[src/rtl/sd_cmd_pkg.sv]
// Shared types, constants and the CRC7 step function for the SD command transmitter.
// The CRC step is kept here so the accumulator and any future users agree on bit order.
package sd_cmd_pkg;

    typedef logic [1:0] state_t;

    localparam state_t IDLE  = 2'd0;
    localparam state_t ARMED = 2'd1;
    localparam state_t SHIFT = 2'd2;
    localparam state_t DONE  = 2'd3;

    localparam int         FRAME_BYTES = 6;
    localparam int         DATA_BITS   = 40;
    localparam logic [6:0] CRC7_POLY   = 7'h09;

    // One serial CRC7 step, MSB-first data; poly excludes the implicit x^7 term.
    function automatic logic [6:0] crc7_step(input logic [6:0] crc,
                                             input logic       din,
                                             input logic [6:0] poly);
        return {crc[5:0], 1'b0} ^ ((crc[6] ^ din) ? poly : 7'h00);
    endfunction

endpackage

[src/rtl/sd_crc7.sv]
// Serial CRC7 accumulator: clears on clr, absorbs one data bit per en.
module sd_crc7
    import sd_cmd_pkg::*;
#(
    parameter logic [6:0] POLY = CRC7_POLY
) (
    input  logic       clk,
    input  logic       rst,
    input  logic       clr,
    input  logic       en,
    input  logic       din,
    output logic [6:0] crc
);

    logic [6:0] crc_q;

    always_ff @(posedge clk or posedge rst) begin
        if (rst) begin
            crc_q <= 7'h00;
        end else if (clr) begin
            crc_q <= 7'h00;
        end else if (en) begin
            crc_q <= crc7_step(crc_q, din, POLY);
        end
    end

    assign crc = crc_q;

endmodule

[src/rtl/sd_cmd_tx.sv]
// SD CMD-line frame serialiser driven by the bit timer's load/shift strobes.
// Frame: start 0, tx 1, 6-bit index, 32-bit argument, CRC7, end bit; MSB first.
module sd_cmd_tx
    import sd_cmd_pkg::*;
#(
    parameter logic [6:0] CRC_POLY = CRC7_POLY,
    parameter logic       END_BIT  = 1'b1
) (
    input  logic        clk,
    input  logic        rst,
    input  logic        start,
    input  logic [5:0]  cmd_index,
    input  logic [31:0] cmd_arg,
    input  logic        load_enable,
    input  logic        shift_enable,
    output logic        sending,
    output logic        cmd_out,
    output logic        cmd_oe,
    output logic        done,
    output logic        err
);

    localparam logic [2:0] LAST_BYTE = 3'(FRAME_BYTES - 1);
    localparam logic [3:0] BYTE_END  = 4'd8;

    state_t               state_q, state_d;
    logic [DATA_BITS-1:0] frame_q, frame_d;
    logic [7:0]           shreg_q, shreg_d;
    logic [2:0]           byte_cnt_q, byte_cnt_d;
    logic [3:0]           bit_cnt_q, bit_cnt_d;
    logic                 err_q, err_d;

    logic       crc_clr;
    logic       crc_en;
    logic [6:0] crc_val;
    logic       load_ok;
    logic       shift_ok;
    logic [7:0] next_byte;

    sd_crc7 #(
        .POLY(CRC_POLY)
    ) u_crc (
        .clk (clk),
        .rst (rst),
        .clr (crc_clr),
        .en  (crc_en),
        .din (shreg_q[7]),
        .crc (crc_val)
    );

    // A load is only legal at a byte boundary; a coincident shift is always dropped.
    assign load_ok  = load_enable && (bit_cnt_q == BYTE_END);
    assign shift_ok = shift_enable && !load_enable && (bit_cnt_q != BYTE_END);

    always_comb begin
        next_byte = {crc_val, END_BIT};
        case (byte_cnt_q)
            3'd1:    next_byte = frame_q[31:24];
            3'd2:    next_byte = frame_q[23:16];
            3'd3:    next_byte = frame_q[15:8];
            3'd4:    next_byte = frame_q[7:0];
            default: next_byte = {crc_val, END_BIT};
        endcase
    end

    always_comb begin
        state_d    = state_q;
        frame_d    = frame_q;
        shreg_d    = shreg_q;
        byte_cnt_d = byte_cnt_q;
        bit_cnt_d  = bit_cnt_q;
        err_d      = 1'b0;
        crc_clr    = 1'b0;
        crc_en     = 1'b0;

        case (state_q)
            IDLE: begin
                if (start) begin
                    frame_d    = {1'b0, 1'b1, cmd_index, cmd_arg};
                    crc_clr    = 1'b1;
                    byte_cnt_d = 3'd0;
                    bit_cnt_d  = 4'd0;
                    state_d    = ARMED;
                end
            end

            ARMED: begin
                err_d = shift_enable;
                if (load_enable) begin
                    shreg_d   = frame_q[39:32];
                    bit_cnt_d = 4'd0;
                    state_d   = SHIFT;
                end
            end

            SHIFT: begin
                err_d = (load_enable && !load_ok) || (shift_enable && !shift_ok);
                if (load_ok) begin
                    shreg_d   = next_byte;
                    bit_cnt_d = 4'd0;
                end else if (shift_ok) begin
                    crc_en    = (byte_cnt_q < LAST_BYTE);
                    shreg_d   = {shreg_q[6:0], 1'b1};
                    bit_cnt_d = bit_cnt_q + 4'd1;
                    if (bit_cnt_q == 4'd7) begin
                        if (byte_cnt_q == LAST_BYTE) begin
                            state_d = DONE;
                        end else begin
                            byte_cnt_d = byte_cnt_q + 3'd1;
                        end
                    end
                end
            end

            default: begin
                state_d = IDLE;
            end
        endcase
    end

    always_ff @(posedge clk or posedge rst) begin
        if (rst) begin
            state_q    <= IDLE;
            frame_q    <= '0;
            shreg_q    <= 8'hFF;
            byte_cnt_q <= 3'd0;
            bit_cnt_q  <= 4'd0;
            err_q      <= 1'b0;
        end else begin
            state_q    <= state_d;
            frame_q    <= frame_d;
            shreg_q    <= shreg_d;
            byte_cnt_q <= byte_cnt_d;
            bit_cnt_q  <= bit_cnt_d;
            err_q      <= err_d;
        end
    end

    assign sending = (state_q == ARMED) || (state_q == SHIFT);
    assign cmd_oe  = (state_q == SHIFT);
    assign cmd_out = (state_q == SHIFT) ? shreg_q[7] : 1'b1;
    assign done    = (state_q == DONE);
    assign err     = err_q;

endmodule

[config.mk]
export PLATFORM = sky130hd
export DESIGN_NAME = sd_cmd_tx
export DESIGN_NICKNAME = d
export VERILOG_FILES = /design/src/rtl/sd_cmd_pkg.sv /design/src/rtl/sd_crc7.sv /design/src/rtl/sd_cmd_tx.sv
export SDC_FILE = /design/constraint.sdc
export NUM_CORES = 1
export LEC_CHECK = 0
export ABC_AREA = 1
export ABC_CLOCK_PERIOD_IN_PS = 2170
export CORE_UTILIZATION = 25
export DETAILED_ROUTE_END_ITERATION = 6
export PLACE_DENSITY = 0.44
export SYNTH_ARGS = -nofsm -noshare
export SYNTH_HDL_FRONTEND = slang
export SYNTH_SLANG_ARGS = --single-unit
[constraint.sdc]
create_clock -name clk -period 2.17 [get_ports clk]
set_input_delay 0.651 -clock clk [delete_from_list [all_inputs] [get_ports clk]]
set_output_delay 0.651 -clock clk [all_outputs]
set_load 0.05 [all_outputs]
==> results.toml, run 1 <==
[floorplan]
core_mm2 = 0.01335
die_h_um = 119.2
die_w_um = 119.2
ios = 48
initial_core_util_pct = 25.74
rows = 42
die-area_mm2 = 0.01422

[synth]
synth_cells = 456
yosysSeqAreaShare_pct = 46.90
synth.distinct_cells = 33
syn_area_per_cell_um2 = 7.535
synthArstFlopShare_pct = 100.0
synth_area_leaders = "dfrtp_1 (41%), nand2_1 (24%), dfstp_2 (6.1%), inv_1 (4.7%), nand3_1 (4.1%)"
syn-cell-area_mm2 = 0.003436
yosys.area.top_type = "dfrtp_1"
synthTopCellsByCount = "nand2_1 (217), dfrtp_1 (56), inv_1 (43)"
synth_nets = 510
yosysMostFrequentCell = "nand2_1"
netlist.area_leader.share_pct = 40.79
yosys_warnings = 0
ys_ff_latch = 64
synth_flop_cell = "dfrtp_1"
synth-edff-count = 0

[worst_setup_path]
cp.required_ns = 1.52
start_kind = "flip-flop"
cp_top_family = "flip-flops"
crit_path_top_delay_cell = "dfrtp_1"
rr_worst_depth = 9
crit_type = "flip-flop to output port"
path_buf_inv = 3
path_cells = "inv_1 -> ha_4 -> inv_1 -> or2_4 -> buf_12"
r2r_slack_ns = 0.32
r2r_start = "state_q[0]"
worst-path-stages = 5
rr_endpoint = "u_crc.crc[1]"
cp_common_cell = "inv_1"
crit_arrival_ns = 1.45
crit_path_max_incr_delay_ns = 0.41
worst_setup_path_end_kind = "output port"
crit_fanout = 4

[flow_run]
maxCapViolCount = 0

[routing]
drt_iter0_drc = 164
ant_nets = 0
drt_wl_total_um = 8812
via_per_inst = 4.175
avgRoutedWirePerCell_um = 12.61
drt_pass1_iterations = 4
vias = 2918
drc = 0

[final_layout]
nets = 572
syn2layout_area_growth_pct = 33.03
drive_gt1_share_pct = 11.28
antenna-diode-count = 0

[clocking]
cts_root_buf = "clkbuf_16"
clkLatencyLatePin_ns = 0.33
clkTransAtPathRegs_ns = 0.05
clockBufferDepth = 2
cts-htree-levels = 3
cts_sinks = 64
cts_made_buffers = 9
cts_tree = "done"

[placement]
gp_congestion = 0.8001
dpl.hpwl_um = 6316
portBuffers = 47

[global_routing]
grt_pass1_vias = 3081
grt_start_max_net_pins = 65
antenna_found_initial = 0
grt-ovfl-total = 0
grt_first_pass_wirelength_um = 15120
grt_usage_pct = 13.77

[sta]
max_freq_mhz = 475.4
fin_crit_ns = 2.103
period_share_pct = 96.94
tns_ns = 0
setup_viol = 0
rsz0062_at_grt = "false"
final_hold_viol_count = 0
finalClockSkew_ns = 0.01282
worst_pin_slew_ns = 0.4892
drv_slew = 0
relSlewSlack_pct = 67.27

[power]
power-per-cell-area_mw_per_mm2 = 1317
p_leak_nw = 2.268
ir_worst_vdd_v = 0.0004880
total_power_mw = 6.019

[hold_path]
hold_end = "shreg_q[0]"
worstHoldPathCells = 2
hp-start = "shreg_q[0]"
hold_path.class = "flip-flop to flip-flop"

[run_status]
status = "finished clean"
==> layout by cell type, fill, tap and decap left out, types with 3 or more instances in the layout <==
cell type        count
clkdlybuf4s50_1     42
dfstp_2              8
and2_1               4
ha_1                10
nand4_1              7
clkbuf_1             3
dfrtp_1             56
nand2_1            217
inv_1               42
clkbuf_16            9
nand3_1             28
a21oi_1              5
nor2_1              19
nand3b_1             3
buf_12               8
o21ai_0             20
clkinvlp_4           3
buf_4               14
==> where the power goes <==
group | switching (mW) | internal [mW] | leakage [nW]
logic | 1.63 | 1.09 | 1.35
clock network | 0.517 | 0.802 | 0.126
registers | 0.273 | 1.71 | 0.797
total | 2.42 | 3.60 | 2.27
==> cell type report <==
class | count | area (um2)
clock buffers | 13 | 250.2
flip-flops and latches | 64 | 1612
fillers | 1462 | 8777
inverters | 45 | 172.7
repair buffers | 64 | 685.7
well taps | 176 | 220.2
clock inverters | 3 | 20.02
multi-input cells | 334 | 1610
==> registers in the layout (all words and copies together), names as in the netlist <==
register	flops
u_crc.crc	7
shreg_q	8
frame_q	39
bit_cnt_q	4
err	1
state_q	2
byte_cnt_q	3
==> tightest hold or removal path: stages, from the launching register on <==
cell and delay [ns]:
dfstp_2 0.36, nand2_1 0.06, nand2_1 0.05
==> layer usage <==
metal / global-route usage [%] / routed length [um] / vias to the layer above / part of all wire (%)
li1: - / - / 1531 / -
met1: 18.36 / 4412 / 1330 / 50
met2: 21.62 / 3938 / 48 / 45
met3: 3.496 / 334 / 9 / 3.8
met4: 4.509 / 126 / 0 / 1.4
met5: 0 / 0 / - / 0
==> what timing repair did <==
item / 4_1_cts / 5_1_grt
setup buffers: 1 / 0
resized for setup: 0 / 0
endpoints found under the setup margin: 1 / 0
hold buffers: 0 / 0
==> per-stage QoR <==
step	std cells	setup WS (ns)	util, %	hold WS [ns]	cell area (um2)
floorplan	456	-0.01232	-	0.4400	3455
global placement	682	-0.03378	32.16	0.4612	4293
detailed placement	682	-0.02870	32.16	0.4674	4293
CTS	699	0.04905	34.24	0.4834	4571
global route	699	0.001205	34.24	0.4957	4571
finish	699	0.06651	34.24	0.4784	4571
==> cell families (layout without fill, tap and decap cells) <==
kind of cell	Yosys count	count (layout)	synth area share, %
AOI/OAI and AO/OA	28	28	4.589
xor gates and xnor gates	3	3	0.7649
adders and majority gates	11	11	4.006
buffers and inverters	58	125	6.664
DFF	64	64	46.90
and+or+nand+nor	292	292	37.07
==> worst max path at each step <==
stage	startpoint	endpoint	slack (ns)
detailed placement	shift_enable	u_crc.crc[1]	-0.03
floorplan	state_q[0]	cmd_out	-0.01
CTS	state_q[0]	cmd_out	0.05
global route	state_q[0]	cmd_out	0.001
global placement	shift_enable	u_crc.crc[1]	-0.03
finish	state_q[0]	cmd_out	0.07
Power figures use the tool's default switching activity.
==> inputs of run 2 (changes only) <==
- GPL_TIMING_DRIVEN: default -> 0
==> run 2 against run 1 <==
  * Worst hold slack got worse by 0.0066 ns
  * Sequential power about the same
  * Combinational power shrank 4%
  * Design area is 0.19% higher
  * Global-route usage up 0.16 points
  * Clock power up 9%
  * Sequential cell count is the same
  * Critical path depth is 1 higher
==> results.toml, run 2 (synthesized netlist as in run 1, its figures left out) <==
[routing]
drt_iter0_drc = 148
drt_pass1_iterations = 4
drt_wl_total_um = 8956
via_per_inst = 4.214
avgRoutedWirePerCell_um = 12.72
ant_nets = 0
drc = 0
vias = 2967

[sta]
fin_crit_ns = 2.158
max_freq_mhz = 463.5
setup_viol = 0
final_hold_viol_count = 0
worst_pin_slew_ns = 0.5524
period_share_pct = 99.43
setup_slack_ns = 0.01241
rsz0062_at_grt = "true"
drv_slew = 0
finalClockSkew_ns = 0.005750
relSlewSlack_pct = 63.04

[clocking]
cts_tree = "done"
clockBufferDepth = 2
cts_root_buf = "clkbuf_16"
cts_made_buffers = 9
cts-htree-levels = 3
clkLatencyLatePin_ns = 0.33
clkTransAtPathRegs_ns = 0.05
cts_sinks = 64

[flow_run]
maxCapViolCount = 0

[global_routing]
grt_usage_pct = 13.93
grt_first_pass_wirelength_um = 15030
grt_pass1_vias = 3074
antenna_found_initial = 0
grt-ovfl-total = 0
grt_start_max_net_pins = 26

[worst_setup_path]
crit_fanout = 6
cp.required_ns = 1.52
worst_setup_path_end_kind = "output port"
start_kind = "flip-flop"
crit_type = "flip-flop to output port"
crit_arrival_ns = 1.51

[final_layout]
layout_commonest_cell = "nand2_1"
antenna-diode-count = 0
syn2layout_area_growth_pct = 33.28
layout_common_cells = "nand2_1 (217), dfrtp_1 (56), clkdlybuf4s50_1 (43)"
drive_gt1_share_pct = 11.36
top_register = "frame_q"
nets = 579
largest_register_ffs = 39

[hold_path]
hold_path.class = "flip-flop to flip-flop"

[placement]
portBuffers = 47
dpl.hpwl_um = 6743
pre_cts_ws_ns = -0.6775
gp_congestion = 0.7604

[power]
internal-power_mw = 3.633
clkPwrFrac_pct = 23.9
power_frac_comb_pct = 43.3
total_power_mw = 6.034
power-per-cell-area_mw_per_mm2 = 1318
switchingPower_mw = 2.401
ir_worst_vdd_v = 0.0004804
p_seq_share_pct = 32.8
p_sw_share_pct = 39.79
p_leak_nw = 2.275

[floorplan]
ios = 48
die_h_um = 119.2
core_mm2 = 0.01335
initial_core_util_pct = 25.74
rows = 42
die_w_um = 119.2
die-area_mm2 = 0.01422

[run_status]
status = "finished clean"
[run 2: cell types whose count changed in the layout (fill, tap and decap cells not counted), sizes merged]
cell / change
clkdlybuf4s15: +1
bufinv: +1
clkbuf: +3
clkinv: +1
inv: -1
buf: -1
clkdlybuf4s50: +1
dlygate4sd2: +1
clkinvlp: -1
[run 2: worst paths after layout]
check	startpoint	endpoint	slack, ns	cells after the start
max	state_q[0]	cmd_out	0.01	6
min	frame_q[38]	frame_q[38]	0.47	1
max reg2reg	state_q[0]	frame_q[38]	0.22	7
min reg2reg	frame_q[38]	frame_q[38]	0.47	1
max in group asynchronous	rst	frame_q[4]	0.80	4
min in group asynchronous	rst	bit_cnt_q[3]	0.71	2
[run 2: critical path, cell delays in order (launching register included)]
cell and delay [ns]:
dfrtp_1 0.39, inv_2 0.08, ha_4 0.14, buf_8 0.12, clkinv_8 0.06, or2_4 0.23
buf_8 0.15
[run 2: per-stage QoR]
step | utilization [%] | std cells | hold slack [ns] | cell area (um2) | setup TNS (ns)
after detailed placement | 31.41 | 681 | 0.4653 | 4193 | -4.357
after global routing | 34.31 | 704 | 0.4882 | 4579 | -0.03848
after floorplan | - | 456 | 0.4400 | 3455 | -0.01232
final | 34.31 | 704 | 0.4718 | 4579 | 0
after global placement | 31.06 | 679 | 0.4576 | 4145 | -9.427
after CTS | 33.84 | 697 | 0.4779 | 4517 | -0.1988
[run 2: per-layer routing]
layer,wire length [um],global-route usage (%),part of all wire [%]
met3,305,3.448,3.4
met2,4317,23.07,48
met1,4257,17.46,48
met4,76,5.063,0.85
met5,0,0,0
[run 2: area by class of cell]
type,count,area [um2]
Buffer,12,63.81
Clock buffer,11,252.7
Clock inverter,3,42.54
Fill cell,1464,8768
Inverter,45,185.2
Multi-Input combinational cell,334,1610
Sequential cell,64,1612
Tap cell,176,220.2
Timing Repair Buffer,59,593.1
[run 2: timing repair]
item,4_1_cts,5_1_grt
setup buffers,2,8
resized for setup,23,8
endpoints found under the setup margin,4,1
hold buffers,0,0
[run 2: power groups by stage]
stage | sequential (mW) | clock, mW | combinational (mW)
5_1_grt | 2.04 | 1.54 | 2.97
2_1_floorplan | 1.95 | 0 | 1.83
3_5_place_dp | 2.00 | 0 | 2.50
4_1_cts | 1.99 | 1.48 | 2.57
3_3_place_gp | 2.00 | 0 | 2.45
6_report | 1.98 | 1.44 | 2.61
==> variant: new RTL, flow settings as in run 2 <==
Change the parameter `END_BIT` from 1'b1 to 1'b0.
--- a/src/rtl/sd_cmd_tx.sv
+++ b/src/rtl/sd_cmd_tx.sv
@@ -4,7 +4,7 @@
     import sd_cmd_pkg::*;
 #(
     parameter logic [6:0] CRC_POLY = CRC7_POLY,
-    parameter logic       END_BIT  = 1'b1
+    parameter logic       END_BIT  = 1'b0
 ) (
     input  logic        clk,
     input  logic        rst,
Check against the original RTL: same outputs for any inputs over 10 cycles, from zero or initial values and one cycle with rst high; that may be too few to reach the edited logic, so the function may still have changed.
==> variant against run 2 <==
The flow now finishes with violations (negative setup slack); worst setup slack worse by 0.058 ns; synthesized cell count is 0.22% higher; count of clock-buffer cells in the layout is 1 higher; power shrank 0.14%; routed wire length grew 2.1%; register-to-register slack better by 0.05 ns; area after synthesis about the same; largest cell class is now multi-input combinational cells; critical endpoint unchanged; design area shrank 0.90%; sequential cell count unchanged.
==> variant: results (changes against run 2) <==
r2r endpoint - frame_q[0] (was frame_q[38])
Post-DP Area - 4170 um^2 (was 4190 um^2)
first-pass GRT wire length - 15200 um (was 15000 um)
worst min-delay path startpoint - shreg_q[0] (was frame_q[38])
number of DRC markers in iteration 0 - 145 (was 148)
origin of the critical flop-to-flop path - state_q[1] (was state_q[0])
Fin Hold WS - 0.465 ns (was 0.472 ns)
Post-Syn Nets - 511 (was 510)
Max IR drop VDD - 455 uV (was 480 uV)
Critical Path AT - 1.56 ns (was 1.51 ns)
Slew @ Worst Pin - 0.607 ns (was 0.552 ns)
final setup vio count - 1 (was 0)
Root Driver - clkbuf_16 (unchanged)
status - finished, violations left (was finished clean)
Vias - 2963 (was 2967)
top register by number of flip-flops - frame_q (unchanged)
Post-synth top cells - 219 x nand2_1, 56 x dfrtp_1, 44 x inv_1 (was 217 x nand2_1, 56 x dfrtp_1, 43 x inv_1)
layout cells sized above 1 - 10.6% (was 11.4%)
gp weighted congestion - 0.753 (was 0.760)
Min-Delay Endpoint - shreg_q[0] (was frame_q[38])
Area contributors post-synth - dfrtp_1 41%, nand2_1 24%, dfstp_2 6.1% (unchanged)
synthesized area per cell - 7.52 um^2 (was 7.53 um^2)
Post-DP HPWL - 6600 um (was 6740 um)
Total Nets Final - 577 (was 579)
failing checks - negative setup slack
deepest clock path buffer count - 2 (unchanged)
largest net degree at the start of global routing - 41 (was 26)
Final WS setup - -0.0460 ns (was 0.0124 ns)
static leakage - 0.00225 uW (was 0.00227 uW)
pre-CTS setup slack - -0.653 ns (was -0.678 ns)
hold depth - 2 (was 1)
final wirelength - 9150 um (was 8960 um)
Layout Skew - 0.00781 ns (was 0.00575 ns)
sequential area share after synthesis - 46.9% (about the same)
## variant: cell count changes after synthesis, sizes merged
cell | run 2 | this run
nand3b | 3 | 1
buf | 8 | 5
inv | 44 | 45
clkinv | 1 | 0
nand2 | 220 | 222
o21ai | 21 | 20
nor2 | 22 | 23
clkbuf | 5 | 8
nand4 | 8 | 9
## variant: worst max-delay path, delay by kind of cell, from the launching register on
kind,cells,cell delay (ns)
adders and majority gates,1,0.14
DFF,1,0.42
and+or+nand+nor,1,0.23
buffers and inverters,4,0.45
## variant: timing repair
item	CTS	global route
hold buffers	0	0
setup buffers	1	7
gates cloned	0	0
resized for setup	22	8
pin swaps	0	1
setup endpoints to repair	5	4
## variant: cells by family after synthesis
kind of cell | share of synthesized area (%)
xor+xnor | 0.765
simple gates | 37.3
buf+inv | 6.63
compound gates | 4.44
flops | 46.9
fa+ha+maj | 4.00
## variant: area by class of cell
| class | count | area, um^2 |
|---|---|---|
| buffer | 12 | 62.6 |
| clock buffer | 12 | 246 |
| clock inverter | 4 | 53.8 |
| fill | 1439 | 8810 |
| inverter | 45 | 185 |
| multi-input combinational | 335 | 1610 |
| sequential | 64 | 1610 |
| tap | 176 | 220 |
| timing repair buffer | 56 | 546 |
## variant: power groups by stage
stage,registers [uW],clock network [uW],logic (uW)
2_1_floorplan,1950,0,1830
3_3_place_gp,2020,0,2460
3_5_place_dp,2010,0,2490
4_1_cts,2000,1500,2530
5_1_grt,2060,1560,2900
6_report,2000,1450,2580
## variant: metal layers
metal  routed length (um)  share of wire, %  vias up  global-route usage (%)
li1                     -                 -     1541                       -
met1                 4370                48     1356                    18.6
met2                 4350                48       62                    22.3
met3                  379               4.1        4                    4.17
met4                   44              0.48        0                    2.77
met5                    0                 0        -                       0
